## src/rtl/i2s_pkg.sv

```systemverilog
// Shared I2S definitions for the WM8731 capture and playback paths.
// Capture FSM encoding plus clocking constants common to both directions.
package i2s_pkg;

  typedef enum logic [1:0] {
    IDLE = 2'd0,
    SYNC = 2'd1,
    RUN  = 2'd2
  } cap_state_t;

  localparam int DEFAULT_DATA_BITS = 24;
  localparam int BCLK_DIV          = 32;

endpackage

```

## src/rtl/i2s_adc_capture_sync.sv

```systemverilog
// I2S input conditioning: synchronisers for bclk/lrclk/adcdat and
// detection of bclk rising edges and word-select change edges.
module i2s_in_sync (
  input  logic clk,
  input  logic rst,
  input  logic i_bclk,
  input  logic i_lrclk,
  input  logic i_adcdat,
  output logic o_rise,
  output logic o_change,
  output logic o_lr_prev,
  output logic o_adcdat
);

  logic [2:0] r_bclk;
  logic [1:0] r_lrclk;
  logic [1:0] r_dat;
  logic       r_lr_prev;

  assign o_rise    = r_bclk[1] & ~r_bclk[2];
  assign o_change  = o_rise & (r_lrclk[1] != r_lr_prev);
  assign o_lr_prev = r_lr_prev;
  assign o_adcdat  = r_dat[1];

  always_ff @(posedge clk) begin
    if (rst) begin
      r_bclk    <= '0;
      r_lrclk   <= '0;
      r_dat     <= '0;
      r_lr_prev <= 1'b0;
    end else begin
      r_bclk  <= {r_bclk[1:0], i_bclk};
      r_lrclk <= {r_lrclk[0], i_lrclk};
      r_dat   <= {r_dat[0], i_adcdat};
      if (o_rise)
        r_lr_prev <= r_lrclk[1];
    end
  end

endmodule

```

## src/rtl/i2s_adc_capture.sv

```systemverilog
// I2S ADC receiver: deserialises L/R words and writes each
// complete pair into a BRAM ring buffer as sign-extended words.
module i2s_adc_capture
  import i2s_pkg::*;
#(
  parameter int DATA_BITS = DEFAULT_DATA_BITS,
  parameter int DEPTH     = 12000,
  parameter int ADDR_W    = 32
) (
  input  logic              clk,
  input  logic              rst,
  input  logic              enable,
  input  logic              i2s_bclk,
  input  logic              i2s_lrclk,
  input  logic              i2s_adcdat,
  output logic              sample_valid,
  output logic              sample_right,
  output logic [31:0]       sample_data,
  output logic              bram_we,
  output logic [ADDR_W-1:0] bram_addr,
  output logic [31:0]       bram_din,
  output logic [15:0]       frame_count,
  output logic [7:0]        err_count
);

  localparam int CNT_W = $clog2(DATA_BITS + 1);

  logic w_rise, w_change, w_lr_prev, w_dat;

  i2s_in_sync u_sync (
    .clk       (clk),
    .rst       (rst),
    .i_bclk    (i2s_bclk),
    .i_lrclk   (i2s_lrclk),
    .i_adcdat  (i2s_adcdat),
    .o_rise    (w_rise),
    .o_change  (w_change),
    .o_lr_prev (w_lr_prev),
    .o_adcdat  (w_dat)
  );

  cap_state_t r_state, w_next;
  logic       w_run, w_sync_go, w_clr;

  logic [DATA_BITS-2:0] r_shift;
  logic [CNT_W-1:0]     r_bit_cnt;
  logic                 r_held;
  logic [31:0]          r_left, r_rword;
  logic                 r_wr1, r_wr2;
  logic [ADDR_W-1:0]    r_addr;

  logic                 r_valid, r_right;
  logic [31:0]          r_data;
  logic                 r_we;
  logic [ADDR_W-1:0]    r_addr_o;
  logic [31:0]          r_din;
  logic [15:0]          r_frames;
  logic [7:0]           r_err;

  logic [DATA_BITS-1:0] w_word;
  logic [31:0]          w_sext;
  logic                 w_ok;

  assign w_word = {r_shift, w_dat};
  assign w_sext = {{(32-DATA_BITS){w_word[DATA_BITS-1]}}, w_word};
  assign w_ok   = (r_bit_cnt == CNT_W'(DATA_BITS - 1));

  always_ff @(posedge clk) begin
    if (rst) r_state <= IDLE;
    else     r_state <= w_next;
  end

  always_comb begin
    w_next = r_state;
    unique case (r_state)
      IDLE:    if (enable) w_next = SYNC;
      SYNC:    if (!enable) w_next = IDLE;
               else if (w_change) w_next = RUN;
      RUN:     if (!enable) w_next = IDLE;
      default: w_next = IDLE;
    endcase
  end

  always_comb begin
    w_run     = 1'b0;
    w_sync_go = 1'b0;
    w_clr     = ~enable;
    unique case (r_state)
      SYNC:    w_sync_go = enable & w_change;
      RUN:     w_run     = enable;
      default: ;
    endcase
  end

  always_ff @(posedge clk) begin
    if (rst) begin
      r_shift   <= '0;
      r_bit_cnt <= '0;
      r_held    <= 1'b0;
      r_left    <= '0;
      r_rword   <= '0;
      r_wr1     <= 1'b0;
      r_wr2     <= 1'b0;
      r_addr    <= '0;
      r_valid   <= 1'b0;
      r_right   <= 1'b0;
      r_data    <= '0;
      r_we      <= 1'b0;
      r_addr_o  <= '0;
      r_din     <= '0;
      r_frames  <= '0;
      r_err     <= '0;
    end else begin
      r_valid <= 1'b0;
      r_we    <= 1'b0;
      // Write pair runs to completion regardless of enable
      if (r_wr1) begin
        r_we     <= 1'b1;
        r_addr_o <= r_addr;
        r_din    <= r_left;
        r_wr1    <= 1'b0;
        r_wr2    <= 1'b1;
      end else if (r_wr2) begin
        r_we     <= 1'b1;
        r_addr_o <= r_addr + ADDR_W'(1);
        r_din    <= r_rword;
        r_wr2    <= 1'b0;
        r_frames <= r_frames + 16'd1;
        if (r_addr == ADDR_W'(DEPTH - 2)) r_addr <= '0;
        else r_addr <= r_addr + ADDR_W'(2);
      end
      if (w_clr) begin
        r_held    <= 1'b0;
        r_bit_cnt <= '0;
      end else if (w_sync_go) begin
        r_bit_cnt <= '0;
      end else if (w_run && w_rise) begin
        r_shift <= w_word[DATA_BITS-2:0];
        if (w_change) begin
          r_bit_cnt <= '0;
          if (w_ok) begin
            r_valid <= 1'b1;
            r_data  <= w_sext;
            r_right <= w_lr_prev;
            if (!w_lr_prev) begin
              r_left <= w_sext;
              r_held <= 1'b1;
            end else if (r_held) begin
              r_rword <= w_sext;
              r_held  <= 1'b0;
              r_wr1   <= 1'b1;
            end
          end else begin
            r_held <= 1'b0;
            if (r_err != 8'hFF) r_err <= r_err + 8'd1;
          end
        end else if (r_bit_cnt != CNT_W'(DATA_BITS)) begin
          r_bit_cnt <= r_bit_cnt + CNT_W'(1);
        end
      end
    end
  end

  assign sample_valid = r_valid;
  assign sample_right = r_right;
  assign sample_data  = r_data;
  assign bram_we      = r_we;
  assign bram_addr    = r_addr_o;
  assign bram_din     = r_din;
  assign frame_count  = r_frames;
  assign err_count    = r_err;

endmodule

```

## config.mk

```make
export PLATFORM = sky130hd
export DESIGN_NAME = i2s_adc_capture
export DESIGN_NICKNAME = d
export VERILOG_FILES = /design/src/rtl/i2s_pkg.sv /design/src/rtl/i2s_adc_capture_sync.sv /design/src/rtl/i2s_adc_capture.sv
export SDC_FILE = /design/constraint.sdc
export NUM_CORES = 1
export LEC_CHECK = 0
export CAP_MARGIN = 15
export CORE_ASPECT_RATIO = 0.75
export CORE_UTILIZATION = 54
export CTS_CLUSTER_DIAMETER = 150
export DETAILED_ROUTE_END_ITERATION = 8
export GPL_TIMING_DRIVEN = 0
export PLACE_DENSITY = 0.79
export SLEW_MARGIN = 20
export SYNTH_ARGS = -nofsm -noshare
export SYNTH_HDL_FRONTEND = slang
export SYNTH_HIERARCHICAL = 1
export SYNTH_SLANG_ARGS = --single-unit
```

## constraint.sdc

```tcl
create_clock -name clk -period 2.95 [get_ports clk]
set_input_delay 0.59 -clock clk [delete_from_list [all_inputs] [get_ports clk]]
set_output_delay 0.59 -clock clk [all_outputs]
set_load 0.1 [all_outputs]
```

# After elaboration in Yosys (flattened, before gate mapping)

Index checks and enable logic that the tools add are counted.

Input bits: 6
Register bits after elaboration: 236
Word-level logic and storage cells: 85

Mux-type cells: 21
Add/subtract/negate cells: 5
Equal/unequal tests: 10
Bitwise operators: 11
Reductions and logical operators: 17

Operators by type and width:

| operator                                         | count |
|---|---|
| 2-to-1 mux 32 bit                                | 5 |
| adder 32 x 1 -> 32 bit (second input constant)   | 1 |
| adder 32 x 2 -> 32 bit (second input constant)   | 1 |
| == test 32 x 14 -> 1 bit (second input constant) | 1 |
| adder 16 x 1 -> 16 bit (second input constant)   | 1 |
| AND reduction 6 bit                              | 2 |
| 2-to-1 mux 5 bit                                 | 2 |
| 2-to-1 mux 1 bit                                 | 9 |
| AND reduction 3 bit                              | 3 |
| adder 8 x 1 -> 8 bit (second input constant)     | 1 |
| 2-to-1 mux 2 bit                                 | 4 |
| inequality test 8 bit (second input constant)    | 1 |
| NOT 1 bit                                        | 8 |
| AND reduction 7 bit                              | 1 |
| OR reduction 7 bit                               | 1 |
| case mux 2 bit (3 select lines)                  | 1 |
| adder 5 x 1 -> 5 bit (second input constant)     | 1 |
| == test 5 bit (second input constant)            | 1 |
| inequality test 5 bit (second input constant)    | 1 |
| AND reduction 5 bit                              | 1 |
| OR reduction 5 bit                               | 1 |
| inequality test 2 bit (second input constant)    | 2 |
| AND reduction 2 bit                              | 2 |
| nonzero test 2 bit                               | 2 |
| 9 further kinds                                  | 11 |

# Depth between registers and ports, before layout

Gate-level depths: netlist (run 1).

Depth in word-level cells: 7
Depth in mapped cells: 9

# By module

The synthesis (run 1) kept the hierarchy.

By module, submodules not included:

| module          | seq. area each (um^2) | instances | cells an instance | area an instance (um^2) |
|---|---|---|---|---|
| i2s_adc_capture | 4,384.2               | 1         | 1,068             | 8,749.6 |
| i2s_in_sync     | 160.2                 | 1         | 21                | 260.2 |

# Least setup slack after synthesis (run 1)

OpenSTA, ideal clock, no wires.

Kind: register -> register
From: register r_err[0] (netlist: err_count[0])
To: register r_err[5] (netlist: err_count[5])
Path slack: 0.545 ns
Data required time: 2.822 ns
Arrival: 2.278 ns
Path buffers: 0
Cell stages (with the launch flop): 7
Setup time: 0.128 ns
Cell sequence: dfxtp_1 ha_1 nand3_1 o2111ai_1 nor3_1 xnor2_1 nor2_1

Longest elaborated chain between the ends: 2
Elaborated cells between the ends (all ways): 3
Those cells by class: 1 x add/sub; 1 x eq/ne; 1 x reduce/logical

Ends and longest elaborated chain:

| what                                                                         | line                   | text |
|---|---|---|
| start: declaration                                                           | i2s_adc_capture.sv:58  | `logic [7:0] r_err;` |
| start signal: assignment                                                     | i2s_adc_capture.sv:155 | `if (r_err != 8'hFF) r_err <= r_err + 8'd1;` |
| parallel branches: the longest is 2 deep, another holds adder 8 x 1 -> 8 bit | n/a                    |  |

Parallel ways; which one is timed is not known.
A chain may end at the register's enable or synchronous reset.

==> run metrics, run 1 <==
die area=0.0172 mm^2; CTS Buffer Depth=3; initial antenna violation count=0; Buffers on Ports=128; Hold Path Sink=u_sync/r_lrclk[1]; HP Start=u_sync/r_lrclk[0]; clock network latency to the later pin of the worst-skew pair=500 ps; H-tree levels=1; vias in the first global route=7217; Crit Reg-Reg Startpoint=u_sync/o_lr_prev; # IOs=129; worst endpoint data arrival time=2230 ps; endpoints failing setup=0; register share of total power=52.3%; Final HPWL DP=15800 um; Die Y=114 um; CP startpoint kind=register; Pins Over Slew Limit=0; setup slack, reg-to-reg=440 ps; RR Endpoint=r_left[21]; Primary FF master, synth=dfxtp_1; Initial Util=55.7%; worst hold path stage count=1; worst r2r path cells=9; average size of a mapped cell=8.27 um^2; diode count=0; Root Buffer=clkbuf_16; register bit total from synthesis=227; Buf/Inv on CP=1; Hold Violations, Final=0; Critical-path top delay cell=clkdlybuf4s50_1; Layout area overhead=25.4%; syn_nets=1100; iteration-0 DRC count of the detailed router=561; Least-Margin Pin Slew=1060 ps; Combinational Power Share=1.6%; routed vias=7913; most instantiated cells after synthesis=275 x nand2_1, 227 x dfxtp_1, 160 x a21oi_1; Post-route DRC=0; EDFF count, synth=0; Top delay family on crit path=buffers and inverters; cell-internal power=4.70 mW; crit-path max FO=10; outcome=finished, final reports clean; gp weighted congestion=0.858; synthesized cell area=0.00901 mm^2; sequential element share of the synthesized area=50.4%; average via count per standard cell=5.41; most instantiated library cell after synthesis=nand2_1; Psw=1.19 mW; core footprint=0.0162 mm^2; drt wl/cell=15.5 um; nets=1252; row cnt=40; DR pass1 iterations=5; peak supply drop=0.394 mV; post-synth top area share=50.4%; Hold/Removal Path Class=reg2reg; Clock power frac=46.1%; CTS tree=yes; DRT antenna net count=0; power per cell area=521 mW/mm^2; synth warn=6; GRT Overall Usage=26.6%; CP endpoint kind=output port; worst-case clock skew=17.9 ps; first-pass GRT wire length=36400 um; Largest stage delay, worst path=1200 ps; top cells by area, synth=dfxtp_1 50%, nand2_1 11%, a21oi_1 8.9%; final wirelength=22600 um; unique cell type count in the Yosys netlist=48; largest net degree at the start of global routing=14; Async SR Flop Fraction=0%; Max Cap Viol=0; Sw Ratio=20.1%; die width=151 um; Pleak=4.08 nW; worst endpoint required time=2360 ps; clk sink count=227; cells after synthesis=1089; Worst slew margin=29.2%; area leader, netlist=dfxtp_1; # hold bufs at CTS=0; CTS Buf Count=22; fmax=355 MHz; worst-path cell chain=clkdlybuf4s50_1; total power=5.89 mW; layout cells sized above 1=7.59%; clk slew on worst S/H paths=60 ps; setup TNS=0 ps; RSZ-0062 raised after global routing=no; crit path kind=reg2out; GRT overflow=0; min Tclk post-route=2820 ps; Period Utilization, post-route=95.4%; Hold Slack=442 ps; Critical Path Stages=1
==> how the worst max path moves through the flow <==
stage                         start               to  slack [ps]
global route        sample_data[23]  sample_data[23]          60
global placement             enable       r_left[22]          40
CTS                    bram_din[30]     bram_din[24]          20
detailed placement           enable       r_left[21]          50
finish                 bram_din[30]     bram_din[23]         130
floorplan              err_count[0]     err_count[5]         540
==> area by class of cell <==
| class | instances | area (um^2) |
|---|---|---|
| fill | 1312 | 4870 |
| inverter | 12 | 45.0 |
| tap | 210 | 263 |
| timing repair buffer | 128 | 1320 |
| buffer | 85 | 425 |
| clock buffer | 35 | 701 |
| multi-input combinational | 765 | 4000 |
| sequential | 227 | 4540 |
==> registers in the layout, summed over array words and instances (netlist names), 16 cells and up <==
name,flops
r_rword,24
sample_data,24
r_shift,23
r_left,24
frame_count,16
bram_din,24
r_addr,31
bram_addr,32
==> layer usage <==
| layer | vias up | track usage, % | part of all wire [%] |
|---|---|---|---|
| li1 | 3894 | - | - |
| met1 | 3684 | 40.3 | 48 |
| met2 | 303 | 39.2 | 42 |
| met3 | 32 | 4.64 | 8.4 |
| met4 | 0 | 5.53 | 1.5 |
| met5 | - | 0 | 0 |
==> power groups by stage <==
stage | Clock, mW | Combinational (mW) | Sequential (mW)
2_1_floorplan | 0 | 0.0541 | 3.15
3_3_place_gp | 0 | 0.0893 | 3.15
3_5_place_dp | 0 | 0.0910 | 3.15
4_1_cts | 2.75 | 0.0914 | 3.08
5_1_grt | 2.86 | 0.100 | 3.08
6_report | 2.72 | 0.0926 | 3.08
==> through the flow <==
step / cells / worst slack (ps) / utilization, % / cell area [um^2]
6_report: 1462 / 135 / 69.9 / 11300
3_3_place_gp: 1427 / 42.6 / 65.3 / 10600
5_1_grt: 1462 / 61.6 / 69.9 / 11300
4_1_cts: 1462 / 19.1 / 69.6 / 11300
2_1_floorplan: 1089 / 545 / - / 9010
3_5_place_dp: 1427 / 47.5 / 65.3 / 10600
==> cell usage in the layout, fill, tap and decap left out, types with 4 or more instances in the layout <==
master             n
nor2b_1            4
nand2_1          275
nor4_2            10
nor3_1            13
mux2i_1           27
buf_4             19
nand3_1           22
o21ai_0            6
xor2_1            14
and4_1             4
dfxtp_1          227
or3_1             10
nand4_1           11
clkbuf_8           8
nor4_1             6
dlymetal6s2s_1    16
nor2_1           113
xnor2_1           34
inv_1             12
buf_2             13
ha_1               5
clkbuf_16         23
clkbuf_1          52
a21oi_1          160
and2b_1            5
nor2_2             6
clkdlybuf4s50_1  112
and3_1             6
==> logic make-up after synthesis <==
logic type / Yosys count / synth area share (%)
AOI/OAI and AO/OA: 172 / 9.67
xor gates and xnor gates: 48 / 4.67
adders and majority gates: 5 / 0.694
buffers and inverters: 97 / 5.22
DFF: 227 / 50.4
muxes: 27 / 3.00
and+or+nand+nor: 513 / 26.3
==> what timing repair did <==
action | 4_1_cts | 5_1_grt
buffers inserted | 0 | 0
resized for setup | 0 | 16
setup endpoints to repair | 0 | 16
Note: power is estimated with default switching activity, not from simulation.
==> run 2, diff against run 1 <==
- CORE_MARGIN: not set -> 5
==> run metrics, run 2 (same netlist as run 1, synthesis figures left out) <==
core footprint=0.0162 mm^2 (about the same); initial antenna violation count=0 (unchanged); drt wl/cell=15.6 um (was 15.5 um); outcome=finished, final reports clean (unchanged); Hold/Removal Path Class=reg2reg (unchanged); Period Utilization, post-route=95.5% (was 95.4%); crit path kind=reg2out (unchanged); Pins Over Slew Limit=0 (unchanged); clock network latency to the later pin of the worst-skew pair=500 ps (about the same); die width=159 um (was 151 um); Max Cap Viol=0 (unchanged); worst-case clock skew=18.7 ps (was 17.9 ps); first-pass GRT wire length=37600 um (was 36400 um); Buf/Inv on CP=1 (unchanged); Root Buffer=clkbuf_16 (unchanged); CTS Buffer Depth=3 (unchanged); Pleak=4.01 nW (was 4.08 nW); gp weighted congestion=0.862 (was 0.858); DRT antenna net count=0 (unchanged); Initial Util=55.6% (was 55.7%); vias in the first global route=7441 (was 7217); Layout fillers=1304 (was 1312); crit-path max FO=10 (unchanged); area of the multi-input gates=0.00400 mm^2 (unchanged); Top delay family on crit path=buffers and inverters (unchanged); post-route cell area=0.0113 mm^2 (about the same); clk sink count=227 (unchanged); CTS Buf Count=22 (unchanged); max reg flops=32 (unchanged); GRT overflow=0 (unchanged); row cnt=40 (unchanged); dpl cell area=0.0106 mm^2 (unchanged); Buffers on Ports=128 (unchanged); Post-route DRC=0 (unchanged); worst-path cell chain=clkdlybuf4s50_1 (unchanged); H-tree levels=1 (unchanged); Final HPWL DP=16200 um (was 15800 um); largest net degree at the start of global routing=16 (was 14); most common cell after layout, fill and taps aside=nand2_1 (unchanged); Hold Violations, Final=0 (unchanged); min Tclk post-route=2820 ps (about the same); layout cells sized above 1=7.96% (was 7.59%); Worst slew margin=29.4% (was 29.2%); Post-CTS Setup Inserts=0 (unchanged); GRT Overall Usage=22.9% (was 26.6%); # IOs=129 (unchanged); clk slew on worst S/H paths=70 ps (was 60 ps); endpoints failing setup=0 (unchanged); average via count per standard cell=5.36 (was 5.41); DR pass1 iterations=5 (unchanged); Die Y=122 um (was 114 um); die area=0.0194 mm^2 (was 0.0172 mm^2); diode count=0 (unchanged); Least-Margin Pin Slew=1060 ps (about the same); worst endpoint data arrival time=2230 ps (about the same); Critical-path top delay cell=clkdlybuf4s50_1 (unchanged); nets=1252 (unchanged); setup TNS=0 ps (unchanged); Largest stage delay, worst path=1200 ps (about the same); final wirelength=22900 um (was 22600 um); iteration-0 DRC count of the detailed router=470 (was 561); Layout area overhead=25.7% (was 25.4%); fmax=355 MHz (about the same); CP startpoint kind=register (unchanged); routed vias=7861 (was 7913); highest-count cells in the layout ignoring fill and taps=275 x nand2_1, 227 x dfxtp_1, 160 x a21oi_1 (unchanged); RSZ-0062 raised after global routing=no (unchanged); CTS tree=yes (unchanged); power per cell area=535 mW/mm^2 (was 521 mW/mm^2); FF+latch area=0.00454 mm^2 (unchanged); CP endpoint kind=output port (unchanged); worst endpoint required time=2360 ps (about the same); # hold bufs at CTS=0 (unchanged); peak supply drop=0.412 mV (was 0.394 mV)
==> run 2: cell count changes in the layout (fill, tap and decap cells not counted), moves of 2 or more <==
cell / previous run / this run
clkinvlp_4: 0 / 2
dlygate4sd2_1: 0 / 8
clkbuf_8: 8 / 5
dlymetal6s2s_1: 16 / 9
bufinv_16: 0 / 2
clkinv_2: 0 / 3
==> run 2: routing by layer <==
metal,GRT usage [%],up-vias,wire length [um]
li1,-,3887,-
met1,33.4,3659,10900
met2,34.6,283,9510
met3,5.88,32,2100
met4,4.95,0,382
met5,0,-,0
==> run 2: per-stage QoR <==
stage	instances	power, mW	util (%)	setup WS (ps)	hold WS [ps]
detailed placement	1427	3.24	65.1	20.0	427
floorplan	1089	3.20	-	545	411
CTS	1466	6.10	69.7	12.3	441
global route	1466	6.24	69.8	59.2	458
global placement	1427	3.24	65.1	51.6	414
finish	1466	6.06	69.8	132	433
==> run 2: power by group <==
part | internal (mW) | switching, mW | total (mW)
clock | 1.73 | 1.16 | 2.89
combinational | 0.0223 | 0.0687 | 0.0910
sequential | 3.07 | 0.00834 | 3.08
==> run 2: final timing paths <==
check	depth (start not counted)	slack [ps]	from	end
worst max-delay path	1	130	bram_din[30]	bram_din[23]
worst min-delay path	1	430	u_sync/r_lrclk[0]	u_sync/r_lrclk[1]
worst max register to register	9	430	u_sync/o_lr_prev	r_left[15]
worst min register to register	1	430	u_sync/r_lrclk[0]	u_sync/r_lrclk[1]
==> run 2: layout make-up <==
cell class	instances	share of cell area [%]
Inverter	12	0.398
Timing Repair Buffer	128	11.4
Clock inverter	8	0.895
Clock buffer	31	5.79
Tap cell	210	2.32
Buffer	85	3.76
Sequential cell	227	40.1
Multi-Input combinational cell	765	35.3
==> run 2: timing repair <==
action,CTS,global route
pin swaps,0,0
resized for setup,8,9
setup endpoints to repair,8,9
==> run 3, diff against run 2 <==
- ABC_AREA: not set -> 1
- CORE_UTILIZATION: 54 -> 55
- PLACE_DENSITY: 0.79 -> 0.8
==> run metrics, run 3 <==
most common cell after layout, fill and taps aside=dfxtp_1 (was nand2_1); clk sink count=227 (unchanged); Buffers on Ports=127 (was 128); GRT overflow=0 (unchanged); CTS Buffer Depth=3 (unchanged); synth warn=6 (unchanged); Critical-path top delay cell=clkdlybuf4s50_1 (unchanged); final wirelength=25800 um (was 22900 um); vias in the first global route=7936 (was 7441); Max Cap Viol=0 (unchanged); Largest stage delay, worst path=1130 ps (was 1200 ps); endpoints failing setup=0 (unchanged); power per cell area=536 mW/mm^2 (was 535 mW/mm^2); synthesized cell area=0.00925 mm^2 (was 0.00901 mm^2); cells after synthesis=1249 (was 1089); setup TNS=0 ps (unchanged); worst-path cell chain=buf_4, clkdlybuf4s50_1 (was clkdlybuf4s50_1); CP startpoint kind=register (unchanged); Crit Reg-Reg Startpoint=u_sync/r_bclk[1] (was u_sync/o_lr_prev); Pins Over Slew Limit=0 (unchanged); worst endpoint data arrival time=2300 ps (was 2230 ps); Hold Path Sink=u_sync/r_dat[0] (was u_sync/r_lrclk[1]); Post-CTS Setup Inserts=0 (unchanged); post-synth top area share=49.1% (was 50.4%); Period Utilization, post-route=97.8% (was 95.5%); drt wl/cell=15.8 um (was 15.6 um); Least-Margin Pin Slew=1040 ps (was 1060 ps); Async SR Flop Fraction=0% (unchanged); die area=0.0195 mm^2 (was 0.0194 mm^2); top cells by area, synth=dfxtp_1 49%, nand2_1 8.4%, nor2_1 7.6% (was dfxtp_1 50%, nand2_1 11%, a21oi_1 8.9%); CP endpoint kind=output port (unchanged); sequential element share of the synthesized area=49.1% (was 50.4%); HP Start=rst (was u_sync/r_lrclk[0]); register bit total from synthesis=227 (unchanged); routed vias=8761 (was 7861); peak supply drop=0.491 mV (was 0.412 mV); Layout area overhead=25.1% (was 25.7%); row cnt=41 (was 40); core footprint=0.0167 mm^2 (was 0.0162 mm^2); initial antenna violation count=0 (unchanged); most instantiated cells after synthesis=227 x dfxtp_1, 206 x nand2_1, 187 x nor2_1 (was 275 x nand2_1, 227 x dfxtp_1, 160 x a21oi_1); unique cell type count in the Yosys netlist=35 (was 48); final worst slack=63.9 ps (was 132 ps); clock network latency to the later pin of the worst-skew pair=510 ps (was 500 ps); # IOs=129 (unchanged); DR pass1 iterations=5 (unchanged); Initial Util=55.5% (was 55.6%); first-pass GRT wire length=41200 um (was 37600 um); RR Endpoint=r_rword[20] (was r_left[15]); Worst slew margin=30.3% (was 29.4%); Post-route DRC=0 (unchanged); Primary FF master, synth=dfxtp_1 (unchanged); Post-Route Utilization=69.4% (was 69.8%); most instantiated library cell after synthesis=dfxtp_1 (was nand2_1); Root Buffer=clkbuf_16 (unchanged); die width=160 um (was 159 um); DRT antenna net count=0 (unchanged); largest net degree at the start of global routing=17 (was 16); worst-case clock skew=16.8 ps (was 18.7 ps); highest-count cells in the layout ignoring fill and taps=227 x dfxtp_1, 206 x nand2_1, 187 x nor2_1 (was 275 x nand2_1, 227 x dfxtp_1, 160 x a21oi_1); worst endpoint required time=2360 ps (about the same); DP Worst Slack=378 ps (was 20.0 ps); CTS tree=yes (unchanged); max reg flops=32 (unchanged); fmax=346 MHz (was 355 MHz); crit path kind=reg2out (unchanged); Hold Violations, Final=0 (unchanged); outcome=finished, final reports clean (unchanged); Hold/Removal Path Class=in2reg (was reg2reg); syn_nets=1260 (was 1100); average size of a mapped cell=7.41 um^2 (was 8.27 um^2); nets=1411 (was 1252); crit-path max FO=10 (unchanged); area leader, netlist=dfxtp_1 (unchanged); gp weighted congestion=0.941 (was 0.862); CTS Buf Count=22 (unchanged); Die Y=122 um (about the same); diode count=0 (unchanged); GRT Overall Usage=25.8% (was 22.9%); min Tclk post-route=2890 ps (was 2820 ps); iteration-0 DRC count of the detailed router=953 (was 470); RSZ-0062 raised after global routing=no (unchanged); Pleak=4.64 nW (was 4.01 nW); worst hold path stage count=2 (was 1); average via count per standard cell=5.38 (was 5.36); EDFF count, synth=0 (unchanged); Final HPWL DP=18700 um (was 16200 um); Hold Slack=355 ps (was 433 ps); layout cells sized above 1=6.30% (was 7.96%); H-tree levels=1 (unchanged); clk slew on worst S/H paths=70 ps (about the same); setup slack, reg-to-reg=920 ps (was 430 ps); worst r2r path cells=10 (was 9)
-- run 3: changes by cell type after synthesis, moves of 27 or more --
cell / delta
inv_1: +127
mux2i_1: -27
xnor2_1: -31
nand2_1: -69
a21oi_1: -44
nor2_1: +74
nand3_1: +38
o21ai_0: +129
-- run 3: through the flow --
| stage | instances | cell area [um^2] | power [mW] |
|---|---|---|---|
| floorplan | 1249 | 9250 | 3.21 |
| global placement | 1591 | 10800 | 3.25 |
| detailed placement | 1591 | 10800 | 3.25 |
| CTS | 1628 | 11600 | 6.21 |
| global route | 1628 | 11600 | 6.35 |
| finish | 1628 | 11600 | 6.20 |
-- run 3: cells by family (layout without fill, tap and decap cells) --
kind of cell               after synthesis  in the layout  synth area share, %
xor gates and xnor gates                13             13                 1.23
DFF                                    227            227                 49.1
buffers and inverters                  220            384                 10.2
adders and majority gates                5              5                0.676
AOI/OAI and AO/OA                      284            284                 15.9
and+or+nand+nor                        500            500                 22.8
-- run 3: timing repair --
| action | 4_1_cts | 5_1_grt |
|---|---|---|
| setup endpoints to repair | 0 | 3 |
| resized for setup | 0 | 3 |
| hold buffers | 0 | 0 |
| endpoints found under the hold margin | 0 | 0 |
-- run 3: worst max-delay path by stage --
| stage | startpoint | to | slack [ps] |
|---|---|---|---|
| 2_1_floorplan | frame_count[0] | frame_count[14] | 770 |
| 3_3_place_gp | enable | r_left[13] | 410 |
| 3_5_place_dp | enable | r_rword[19] | 380 |
| 4_1_cts | sample_data[23] | sample_data[29] | 40 |
| 5_1_grt | sample_data[23] | sample_data[24] | 2 |
| 6_report | sample_data[23] | sample_data[29] | 60 |
-- run 3: cell type report --
class | instances | area [um^2]
Tap cell | 215 | 269
Clock inverter | 11 | 165
Fill cell | 1356 | 5100
Inverter | 148 | 556
Sequential cell | 227 | 4540
Buffer | 72 | 389
Timing Repair Buffer | 127 | 1280
Multi-Input combinational cell | 802 | 3760
Clock buffer | 26 | 607
-- run 3: worst max-delay path: cells and delay by family (launching register included) --
kind | cells | cell delay (ps)
buffers and inverters | 2 | 1290
DFF | 1 | 490
-- run 3: routing by layer --
layer / GRT usage (%) / share of wire [%] / wire length (um) / up-vias
li1: - / - / - / 4308
met5: 0 / 0 / 0 / -
met2: 39.5 / 42 / 10900 / 369
met1: 38.3 / 47 / 12100 / 4050
met4: 4.93 / 1.4 / 352 / 0
met3: 5.10 / 9.5 / 2450 / 34
-- run 3: report_power, final --
part / total, mW / internal, mW / leakage, nW / switching, mW
clock: 3.02 / 1.82 / 0.380 / 1.20
sequential: 3.07 / 3.07 / 1.83 / 0.00382
combinational: 0.112 / 0.0275 / 2.43 / 0.0840
